==> config.mk <==
export PLATFORM = sky130hd
export DESIGN_NAME = div_share_arbiter
export DESIGN_NICKNAME = d
export VERILOG_FILES = /design/src/rtl/div_share_arbiter.sv
export SDC_FILE = /design/constraint.sdc
export NUM_CORES = 1
export LEC_CHECK = 0
export BUFFER_PORTS_ARGS = -buffer_cell sky130_fd_sc_hd__buf_2
export CAP_MARGIN = 15
export CORE_AREA = 2 2 184 186
export DETAILED_ROUTE_END_ITERATION = 7
export DIE_AREA = 0 0 186 188
export HOLD_SLACK_MARGIN = 0.15
export RECOVER_POWER = 50
export SYNTH_ARGS = -nofsm -noshare
export SYNTH_HDL_FRONTEND = slang
export SYNTH_SLANG_ARGS = --single-unit
==> constraint.sdc <==
create_clock -name clk -period 3.9 [get_ports clk]
set_clock_uncertainty 0.1 [all_clocks]
set_input_delay 0.195 -clock clk [delete_from_list [all_inputs] [get_ports clk]]
set_output_delay 0.195 -clock clk [all_outputs]
set_load 0.03 [all_outputs]
==> src/rtl/div_share_arbiter.sv <==
// -----------------------------------------------------------------------------
// div_share_arbiter
//
// Shares a single sequential divider between NREQ requesters. One operation is
// outstanding at a time: a round-robin pick in IDLE latches the winner's
// operands, ISSUE hands them to the divider, BUSY waits for the result, and
// RESP returns it to the same requester before going back to IDLE.
//
// Parameters
//   NREQ   number of requester ports (2..8)
//   WIDTH  operand/result width, must match the divider datapath
//
// Ports
//   clk, reset                     rising-edge clock, synchronous active-high reset
//   req_valid/req_ready            per-requester operation handshake
//   req_dividend/req_divisor       flattened operands, requester i at [i*WIDTH +: WIDTH]
//   rsp_valid/rsp_ready            per-requester result handshake (rsp_valid one-hot)
//   rsp_quotient/rsp_remainder     shared result bus, qualified by rsp_valid
//   div_src_valid/div_src_ready    operand handshake towards the divider
//   div_dividend/div_divisor       latched operands towards the divider
//   div_dst_valid/div_dst_ready    result handshake from the divider
//   div_quotient/div_remainder     divider result
//
// Configuration
//   DIV_ZERO_BYPASS_EN  when defined, a granted operation with divisor 0 skips
//                       the divider and answers quotient all-ones,
//                       remainder = dividend on the next cycle.
// -----------------------------------------------------------------------------
module div_share_arbiter #(
    parameter int NREQ  = 4,
    parameter int WIDTH = 32
) (
    input  logic                  clk,
    input  logic                  reset,
    input  logic [NREQ-1:0]       req_valid,
    output logic [NREQ-1:0]       req_ready,
    input  logic [NREQ*WIDTH-1:0] req_dividend,
    input  logic [NREQ*WIDTH-1:0] req_divisor,
    output logic [NREQ-1:0]       rsp_valid,
    input  logic [NREQ-1:0]       rsp_ready,
    output logic [WIDTH-1:0]      rsp_quotient,
    output logic [WIDTH-1:0]      rsp_remainder,
    output logic                  div_src_valid,
    input  logic                  div_src_ready,
    output logic [WIDTH-1:0]      div_dividend,
    output logic [WIDTH-1:0]      div_divisor,
    input  logic                  div_dst_valid,
    output logic                  div_dst_ready,
    input  logic [WIDTH-1:0]      div_quotient,
    input  logic [WIDTH-1:0]      div_remainder
);

    localparam int PTR_W = (NREQ > 1) ? $clog2(NREQ) : 1;

    typedef enum logic [1:0] {IDLE, ISSUE, BUSY, RESP} state_t;

    state_t           state, state_nxt;
    logic [PTR_W-1:0] rr_ptr, rr_ptr_nxt;
    logic [PTR_W-1:0] grant_idx;
    logic [PTR_W-1:0] sel_idx;
    logic             sel_found;
    logic [PTR_W:0]   cand;
    logic [PTR_W:0]   ptr_inc;
    logic [WIDTH-1:0] sel_dividend, sel_divisor;
    logic [WIDTH-1:0] dividend_q, divisor_q, quotient_q, remainder_q;

    // Round-robin pick: first requester at or after rr_ptr, wrapping mod NREQ.
    // NOTE: every always_comb output gets a default first so no path infers a latch.
    always_comb begin
        sel_found = 1'b0;
        sel_idx   = '0;
        cand      = '0;
        for (int k = 0; k < NREQ; k++) begin
            cand = {1'b0, rr_ptr} + (PTR_W+1)'(k);
            if (cand >= (PTR_W+1)'(NREQ))
                cand = cand - (PTR_W+1)'(NREQ);
            if (!sel_found && req_valid[cand[PTR_W-1:0]]) begin
                sel_found = 1'b1;
                sel_idx   = cand[PTR_W-1:0];
            end
        end
    end

    assign sel_dividend = req_dividend[int'(sel_idx)*WIDTH +: WIDTH];
    assign sel_divisor  = req_divisor[int'(sel_idx)*WIDTH +: WIDTH];

    // Pointer moves to the port after the winner so it has lowest priority next time.
    assign ptr_inc    = {1'b0, sel_idx} + (PTR_W+1)'(1);
    assign rr_ptr_nxt = (ptr_inc == (PTR_W+1)'(NREQ)) ? '0 : ptr_inc[PTR_W-1:0];

    // State and datapath registers.
    // NOTE: sequential state uses non-blocking assignments so all registers update together.
    // NOTE: operand/result registers are reset too, so the divider and result buses show 0 after reset.
    always_ff @(posedge clk) begin
        if (reset) begin
            state       <= IDLE;
            rr_ptr      <= '0;
            grant_idx   <= '0;
            dividend_q  <= '0;
            divisor_q   <= '0;
            quotient_q  <= '0;
            remainder_q <= '0;
        end else begin
            state <= state_nxt;
            case (state)
                IDLE: begin
                    if (sel_found) begin
                        grant_idx  <= sel_idx;
                        dividend_q <= sel_dividend;
                        divisor_q  <= sel_divisor;
                        rr_ptr     <= rr_ptr_nxt;
`ifdef DIV_ZERO_BYPASS_EN
                        if (sel_divisor == '0) begin
                            quotient_q  <= '1;
                            remainder_q <= sel_dividend;
                        end
`endif
                    end
                end
                BUSY: begin
                    if (div_dst_valid) begin
                        quotient_q  <= div_quotient;
                        remainder_q <= div_remainder;
                    end
                end
                default: ;
            endcase
        end
    end

    // Next-state logic.
    always_comb begin
        state_nxt = state;
        case (state)
            IDLE: begin
                if (sel_found) begin
`ifdef DIV_ZERO_BYPASS_EN
                    state_nxt = (sel_divisor == '0) ? RESP : ISSUE;
`else
                    state_nxt = ISSUE;
`endif
                end
            end
            ISSUE:   if (div_src_ready)          state_nxt = BUSY;
            BUSY:    if (div_dst_valid)          state_nxt = RESP;
            RESP:    if (rsp_ready[grant_idx])   state_nxt = IDLE;
            default: state_nxt = IDLE;
        endcase
    end

    // Output decode. req_ready is held low while reset is asserted so no
    // requester sees an accept that the register update would discard.
    always_comb begin
        req_ready     = '0;
        rsp_valid     = '0;
        div_src_valid = 1'b0;
        div_dst_ready = 1'b0;
        case (state)
            IDLE:    if (sel_found && !reset) req_ready[sel_idx] = 1'b1;
            ISSUE:   div_src_valid = 1'b1;
            BUSY:    div_dst_ready = 1'b1;
            RESP:    rsp_valid[grant_idx] = 1'b1;
            default: ;
        endcase
    end

    assign div_dividend  = dividend_q;
    assign div_divisor   = divisor_q;
    assign rsp_quotient  = quotient_q;
    assign rsp_remainder = remainder_q;

endmodule

==> key figures <==
Floorplan
  • # IOs: 470
  • Die Span Y: 188 microns
  • Core area: 33110 sq um
  • Starting Density: 18.85%
  • Die area: 34970 sq um
  • Horiz. Die Dim: between 150 and 200 microns
  • Rows: 67

Layout
  • Register area: 2683 sq um
  • Final Util: 34.68%
  • FILL cells: 3429
  • Multi-input gate area: 3243 sq um
  • Final std cells w/o fill: 1818
  • Area Growth Syn to Fin: 84.02%
  • Final Net Count: 1690
  • Share of layout cells above drive strength 1: 28.94%

Yosys
  • Synth top cells by count: nand2_1 (141), dfxtp_1 (134), a21oi_1 (68), mux2i_1 (68), o211ai_1 (62)
  • Ranking of synthesized cells by area: dfxtp_1 (43%), mux2i_1 (11%), a32oi_1 (8.6%)
  • Post-synthesis sequential area ratio: 42.98%
  • Syn Nets: 1050
  • Synthesized cell area: 6241 sq um
  • Ys flop type: dfxtp_1
  • Yosys Warn Count: 0
  • Top cell type by total area after synthesis: dfxtp_1
  • Top-area cell type share of the netlist area: 42.98%
  • Post-synthesis register bit count: 134
  • Async SR Flop Fraction: 0%
  • Number of synthesized flops with an enable pin: 0
  • Most frequent cell after synthesis: nand2_1
  • Synth Area per Inst: approximately 8.8 sq um
  • Post-synth cell types: 36
  • Post-synthesis cell count: 712

Clock network
  • Clock root buffer: clkbuf_16
  • CTS Sinks: 134
  • Num CTS Buffers: 17
  • Setup bufs post-CTS: 0
  • CTS tree: done
  • Clock buffer depth: 2
  • Clk slew on worst S/H paths: 0.06 ns
  • Clock latency at the later pin of the worst-skew pair: approximately 0.43 ns
  • H-tree depth: 4

GRT
  • First-pass GRT wire length: 44190 microns
  • Initial antenna violation count: 10
  • Vias in the first global route: 8409
  • Total GRT Usage: between 15 and 20%
  • Largest net degree at the start of global routing: 75
  • GRT overflow: 0

Routing
  • Post-Route WL: ~30000 microns
  • DR vias: 8169
  • DR DRC count: 0
  • Number of nets still failing antenna checks after routing: 0
  • Routed len/inst: 16.56 microns
  • Vias per inst: roughly 4.5
  • TritonRoute pass-1 iters: 7
  • DRT iter0 DRCs: 329

Setup path
  • Max FO, Critical Path: 74
  • Worst Path Required: 4.12 ns
  • Setup crit end kind: flip-flop
  • CP Launch Type: input pin
  • CP arrival: 3.81 ns
  • Critical path class: input pin to flip-flop

STA
  • Final count of negative-setup-slack endpoints: 0
  • Setup TNS: 0 ns
  • Max_slew headroom: 36.75%
  • Tmin final: 3.581 ns
  • Hold slack final: 0.2664 ns
  • Final Hold Vio Count: 0
  • F_max: 0.2793 GHz
  • Final Cycle Share: 91.81%
  • Final Max Slew Viols: 0
  • RSZ-0062 raised after global routing: no
  • Worst Tran Pin Value: 0.9488 ns

Placed design
  • Buffers on Ports: roughly 470
  • Placed instance count: 1577
  • Dpl hpwl: 20730 microns
  • Placer Congestion: 0.7719

Status
  • Outcome: complete, no violations

Hold path
  • Hold Crit Class: input pin to flip-flop

Flow run
  • Max-cap viol count: 0

Pwr
  • Leak: 0.004750 uW
  • Cell Pwr Density: around 640 nW/um^2
  • Max VDD drop: 0.3007 mV
[final cells by class]
type	count	share of cell area, %
Multi-Input combinational cell	503	28.24
Sequential cell	134	23.36
Inverter	8	0.3050
Clock buffer	18	3.824
Antenna cell	5	0.1089
Timing Repair Buffer	688	38.18
Clock inverter	14	1.100
Tap cell	448	4.881
[through the flow]
step                      area, sq um  worst slack, ns  total power (uW)
after CTS                       11640           0.4327              7444
after global routing            11480           0.1143              7748
final                           11480           0.3195              7316
after detailed placement         9031            1.219              5258
after global placement           9031            1.292              5223
after floorplan                  6241            1.899              4165
[per-layer routing]
metal | vias up | share of wire, % | GRT usage, % | routed length, microns
met3 | 53 | 9.2 | 6.506 | 2779
met2 | 391 | 48 | 28.40 | 14570
met1 | 3789 | 38 | 17.39 | 11590
li1 | 3928 | - | - | -
met5 | - | 0.16 | 0 | 47
met4 | 8 | 3.7 | 8.722 | 1123
[power breakdown]
group | internal, uW | switching, uW | total, uW
clock network | 896 | 687 | 1580
registers | 1790 | 247 | 2040
logic | 1410 | 2290 | 3700
total | 4090 | 3220 | 7320
[cells in the final DEF (no fill, tap or decap), drive strengths merged]
master / synthesis / routed
buf: 29 / 351
nor4b: 1 / 1
nand2b: 4 / 4
nor2: 8 / 8
o21ai: 1 / 1
mux4: 1 / 1
nor3: 1 / 1
clkinvlp: 0 / 7
nand3: 60 / 60
nor2b: 2 / 2
and3b: 1 / 1
inv: 8 / 11
and3: 1 / 1
dfxtp: 134 / 134
a21oi: 68 / 68
clkbuf: 38 / 151
o211ai: 62 / 62
nand4: 1 / 1
o41ai: 1 / 1
dlygate4sd3: 0 / 204
diode: 0 / 5
o221ai: 3 / 3
clkinv: 0 / 3
nand2: 141 / 141
a32oi: 61 / 61
a221o: 1 / 1
a21boi: 1 / 1
nor3b: 1 / 1
and2: 4 / 4
o22ai: 1 / 1
a2111oi: 1 / 1
a211oi: 2 / 2
bufinv: 0 / 1
mux2i: 68 / 68
ha: 6 / 6
nor4: 1 / 1
[what timing repair did]
action	in CTS	in global routing
resized for setup	0	0
endpoints found under the hold margin	131	0
hold buffers	204	0
[cell families (layout without fill, tap and decap cells)]
group | count (synthesis) | after routing | synth area share (%)
adders and majority gates | 6 | 6 | 1.203
DFF | 134 | 134 | 42.98
other | 0 | 5 | 0
buffers and inverters | 75 | 728 | 5.353
and+or+nand+nor | 226 | 226 | 15.96
AOI/OAI and AO/OA | 202 | 202 | 23.24
muxes | 69 | 69 | 11.27
[worst paths after layout]
path                       end  cells past startpoint         startpoint  slack, ns
min                   state[0]                      4      div_src_ready       0.27
min reg2reg  rsp_remainder[17]                      2  rsp_remainder[17]       0.35
max reg2reg   div_dividend[29]                      9          rr_ptr[1]       0.39
max           div_dividend[29]                     11       req_valid[2]       0.32
[registers in the layout (all words and copies together) (netlist names)]
signal / cells
div_dividend: 32
div_divisor: 32
grant_idx: 2
rr_ptr: 2
rsp_quotient: 32
rsp_remainder: 32
state: 2
[critical path, stage by stage]
cell and delay, ns:
dlygate4sd3_1 0.53, buf_2 0.17, nand2b_1 0.09, o211ai_1 0.27, o21ai_4 0.12, inv_6 0.57
buf_4 0.29, mux2i_1 0.23, dlygate4sd3_1 0.59, o221ai_1 0.11, dlygate4sd3_1 0.57
Power figures use the tool's default switching activity.
